## src/rtl/serial_add_pkg.sv

```systemverilog
// Shared definitions for the bit-serial adder/subtractor controller.
package serial_add_pkg;

    // Default operand width in bits.
    localparam int DEFAULT_WIDTH = 8;

    // Controller state encoding.
    typedef enum logic [1:0] {
        IDLE = 2'd0,
        RUN  = 2'd1,
        DONE = 2'd2
    } state_t;

endpackage

```

## src/rtl/bit_add_cell.sv

```systemverilog
// One-bit full adder assembled from two half-adder stages.
module bit_add_cell (
    input  logic a,
    input  logic b,
    input  logic cin,
    output logic s,
    output logic cout
);

    logic ha0_s;
    logic ha0_c;
    logic ha1_c;

    // First half adder combines the operand bits; the second folds in the carry.
    always_comb begin
        ha0_s = a ^ b;
        ha0_c = a & b;
        s     = ha0_s ^ cin;
        ha1_c = ha0_s & cin;
        cout  = ha0_c | ha1_c;
    end

endmodule

```

## src/rtl/serial_add_ctrl.sv

```systemverilog
// Bit-serial add/subtract controller: one result bit per clock, LSB first.
// Optional feature macro: SERIAL_ADD_SUB_EN enables subtraction via op=1.
// Without it, op is accepted but ignored and every operation is an addition.
module serial_add_ctrl
    import serial_add_pkg::*;
#(
    parameter int WIDTH = DEFAULT_WIDTH
) (
    input  logic             clk,
    input  logic             rst,
    input  logic             start,
    input  logic             op,
    input  logic [WIDTH-1:0] a,
    input  logic [WIDTH-1:0] b,
    output logic             busy,
    output logic             done,
    output logic [WIDTH:0]   result
);

    localparam int CNT_W = $clog2(WIDTH);
    localparam logic [CNT_W-1:0] LAST_BIT = CNT_W'(WIDTH - 1);

`ifdef SERIAL_ADD_SUB_EN
    localparam logic SUB_EN = 1'b1;
`else
    localparam logic SUB_EN = 1'b0;
`endif

    state_t           state;
    logic [CNT_W-1:0] cnt;
    logic             carry;
    logic [WIDTH-1:0] sum_r;
    logic             cout_r;

    logic [WIDTH-1:0] a_r;
    logic [WIDTH-1:0] b_r;
    logic             op_r;

    logic             sub_sel;
    logic             b_bit;
    logic             s_bit;
    logic             c_bit;

    // Subtraction is a + ~b + 1: invert b per bit and seed carry with 1.
    assign sub_sel = op_r & SUB_EN;
    assign b_bit   = b_r[cnt] ^ sub_sel;

    bit_add_cell u_cell (
        .a    (a_r[cnt]),
        .b    (b_bit),
        .cin  (carry),
        .s    (s_bit),
        .cout (c_bit)
    );

    // Operand capture; the held copies make the operation immune to input changes.
    always_ff @(posedge clk) begin
        if (state == IDLE && start) begin
            a_r  <= a;
            b_r  <= b;
            op_r <= op;
        end
    end

    // Control FSM, bit counter, carry and result accumulation.
    always_ff @(posedge clk) begin
        if (rst) begin
            state  <= IDLE;
            cnt    <= '0;
            carry  <= 1'b0;
            sum_r  <= '0;
            cout_r <= 1'b0;
        end else begin
            case (state)
                IDLE: begin
                    if (start) begin
                        cnt    <= '0;
                        carry  <= op & SUB_EN;
                        sum_r  <= '0;
                        cout_r <= 1'b0;
                        state  <= RUN;
                    end
                end
                RUN: begin
                    sum_r[cnt] <= s_bit;
                    carry      <= c_bit;
                    if (cnt == LAST_BIT) begin
                        cout_r <= c_bit;
                        cnt    <= '0;
                        state  <= DONE;
                    end else begin
                        cnt <= cnt + 1'b1;
                    end
                end
                DONE: begin
                    state <= IDLE;
                end
                default: begin
                    state <= IDLE;
                end
            endcase
        end
    end

    assign busy   = (state != IDLE);
    assign done   = (state == DONE);
    assign result = {cout_r, sum_r};

endmodule

```

## config.mk

```make
export PLATFORM = sky130hd
export DESIGN_NAME = serial_add_ctrl
export DESIGN_NICKNAME = d
export VERILOG_FILES = /design/src/rtl/serial_add_pkg.sv /design/src/rtl/bit_add_cell.sv /design/src/rtl/serial_add_ctrl.sv
export SDC_FILE = /design/constraint.sdc
export NUM_CORES = 1
export LEC_CHECK = 0
export ABC_AREA = 1
export ABC_CLOCK_PERIOD_IN_PS = 3400
export BUFFER_PORTS_ARGS = -buffer_cell sky130_fd_sc_hd__buf_2
export CORE_MARGIN = 1
export CORE_UTILIZATION = 51
export CTS_CLUSTER_DIAMETER = 100
export DETAILED_ROUTE_END_ITERATION = 8
export GPL_TIMING_DRIVEN = 0
export PLACE_DENSITY = 0.76
export SLEW_MARGIN = 30
export SYNTH_ARGS = -nofsm -noshare
export SYNTH_HDL_FRONTEND = slang
export SYNTH_SLANG_ARGS = --single-unit
```

## constraint.sdc

```tcl
create_clock -name clk -period 3.4 [get_ports clk]
set_input_delay 0.34 -clock clk [delete_from_list [all_inputs] [get_ports clk]]
set_output_delay 0.34 -clock clk [all_outputs]
set_load 0.02 [all_outputs]
```

==> results.ini <==
[power]
ir_drop_mv = 0.3224
power_frac_clock_pct = 26.5
power.switching_w = 0.0001992
leakage_nw = 0.7929
pwr-share-seq_pct = 57.8
sw_frac_of_total_pct = 27.31
power_density_nw_per_um2 = 433.4
power_w = 0.0007293
comb_power_share_pct = 15.7
internal-power_w = 0.0005301

[clock_tree]
cts_max_level = 2
clk_latency_ns = 0.32
clk_pin_slew_ns = 0.09
cts_tree = done
post_cts_resized = 0
cts_buffers = 5
cts_setup_buffers = 0
cts-root-buf = clkbuf_4
cts_hold_buf = 0
cts_buffer_depth = 2
clkSinkCount = 31

[grt]
overflow = 0
grt_pass1_wl_microns = 4954
grt_max_degree = 17
grt.total_usage_pct = 21.17
antenna_found_initial = 0
grt_pass1_vias = 1212

[final_layout]
utilization_pct = 61.56
instances_no_fill = 247
n_antenna_cell = 0
fillerInstances = 248
drive_gt1_share_pct = 21.76
nets = 238
finalInstanceArea_sq_um = 1683
syn_to_final_growth_pct = 15.65
ff_latch_area_sq_um = 780.7
multiInputGateArea_sq_um = 584.3

[logic_synthesis]
netlist_top_cells_area = edfxtp_1, dfxtp_1, nand2_1
synth_area_per_cell_sq_um = 8.084
synth-compound-area-share_pct = 4.471
synth_top_cell_by_area = edfxtp_1
synth_top_family_by_area = simple AND/OR/NAND/NOR gates
synth.top_cell.area_share_pct = 33.02
synth-xor-area-share_pct = 0
synthSimpleGateAreaFrac_pct = 32.59
ys_types = 21
synth.area.mux_share_pct = 0
ys_warn_count = 0
synth_nets = 203
netlist_instances = 180
synthAdderAreaFrac_pct = 3.095
yosysSeqAreaShare_pct = 53.65
netlist_area_sq_um = 1455
ys_ff_latch = 31

[timing]
fmax_mhz = 464.6
setup_tns_ns = 0
hold_viol = 0
tightest_slew_ns = 0.5670
slew_violations = 0
setup_violations = 0
fin_skew_ns = 0.005986
relSlewSlack_pct = 62.16
layout_min_cycle_time_ns = 2.152
fin_crit_sh_pct = 63.30
rsz0062_at_grt = no

[place]
placed_area_sq_um = 1634
place_inst = 239
post-dp-hpwl_microns = 2080
port_buffers = 28
gp_congestion = 0.8748

[critical_path]
cp_slowest_cell = fa_1
path_class = reg2reg
rr_worst_depth = 15
start_kind = flip-flop
cp_top_family = simple AND/OR/NAND/NOR gates
slowest_delay_ns = 0.55
cp_max_fo = 10
worst-path-buf-inv = 4
worstPathCellList = buf_4 -> inv_1 -> buf_4 -> nand2_1 -> nand2_1 -> nand2_1 -> nand2_1 -> nand2_1 -> nand2_1 -> fa_1 -> inv_1 -> nor2_2 -> nand2_1 -> and2_1 -> nor2_1
cpMostUsedCell = nand2_1
timing.critical_path.to_type = flip-flop
crit_cells = 15
crit_required_ns = 3.67
worstPathArrival_ns = 2.42

[floorplan]
die_x_microns = 55.42
dieArea_sq_um = 3071
num_rows = 19
core_sq_um = 2734
io_pins = 31
initial_utilization_pct = 53.23
fp.dieH_microns = 55.42

[min_path]
hold_depth = 1
holdCritPathClass = in2reg

[job]
timing.max_cap.violations = 0

[detailed_routing]
via_per_inst = 5.028
finalWirelength_microns = 2831
vias = 1242
wire_per_inst_microns = 11.46
drc = 0
ant_nets = 0
dr.pass1.iters = 4
detail_route.iter0.violations = 39

[run_status]
status = completed

## flip-flops by register name (all words and copies together) (netlist names)
register / flops
state: 2
sum_r: 8
a_r: 8
b_r: 8
cout_r: 1
cnt: 3
carry: 1
## synthesized netlist by cell type (all sizes together)
cell    count
dfxtp      15
nor3        3
buf         7
nand3       8
inv        13
o21ai       1
ha          2
a21boi      2
nand2      78
and2        1
nor2       24
a21oi       9
edfxtp     16
fa          1
## area by class of cell
class / count / share of cell area, %
Sequential cell: 31 / 46.39
Multi-Input combinational cell: 129 / 34.72
Timing Repair Buffer: 28 / 8.327
Inverter: 13 / 2.900
Clock buffer: 6 / 2.454
Buffer: 7 / 2.454
Tap cell: 31 / 2.305
Clock inverter: 2 / 0.4461
## cells by family after synthesis
kind of cell / Yosys count
fa+ha+maj: 3
simple gates: 114
compound gates: 12
flops: 31
buf+inv: 20
## path summary, 6_finish.rpt
path,endpoint,slack [ns],from
max reg2reg,sum_r[2]$_SDFFE_PP0P_,1.25,cnt[0]$_SDFFE_PP0P_
min,b_r[0]$_DFFE_PP_,0.18,b[0]
min reg2reg,sum_r[5]$_SDFFE_PP0P_,0.50,sum_r[5]$_SDFFE_PP0P_
max,sum_r[2]$_SDFFE_PP0P_,1.25,cnt[0]$_SDFFE_PP0P_
## routing by layer
layer  GRT usage (%)  share of wire [%]  vias to the layer above
met5               0                  0                        -
met4           8.929                1.2                        0
met3           7.260                5.3                        6
met2           37.69                 50                       36
met1           22.65                 43                      565
li1                -                  -                      635
## metrics by stage
step	setup WS, ns	hold WS [ns]
after CTS	1.238	0.1752
after global placement	1.265	0.4695
after global routing	1.044	0.1555
final	1.248	0.1839
after detailed placement	1.261	0.4886
after floorplan	1.450	0.4389
## power groups by stage
stage	clock network [W]	registers (W)	logic, W
after floorplan	0	0.000431	0.0000789
after global placement	0	0.000429	0.000111
after detailed placement	0	0.000430	0.000115
after CTS	0.000199	0.000422	0.000115
after global routing	0.000214	0.000424	0.000129
final	0.000193	0.000421	0.000115
## cell usage in the layout (no fill, tap or decap)
master and n:
o21ai_0 1, nor2_4 1, buf_2 31, fa_1 1
nor2_2 2, clkbuf_4 5, and2_1 1, inv_2 2
nand2_2 1, nor2_1 21, a21oi_1 9, dfxtp_1 15
buf_1 1, inv_1 11, clkinv_1 2, nand3_1 8
a21boi_0 2, nand2_1 75, ha_1 2, nand2_4 2
clkbuf_1 1, edfxtp_1 16, nor3_1 3, buf_4 3
## worst reg2reg max path, cell delays in order (launching register included)
cell,delay [ns]
dfxtp_1,0.35
buf_4,0.15
inv_1,0.06
buf_4,0.17
nand2_1,0.06
nand2_1,0.05
nand2_1,0.06
nand2_1,0.05
nand2_1,0.05
nand2_1,0.07
fa_1,0.55
inv_1,0.07
nor2_2,0.15
nand2_1,0.06
and2_1,0.13
nor2_1,0.08
(Power assumes the default switching activity.)
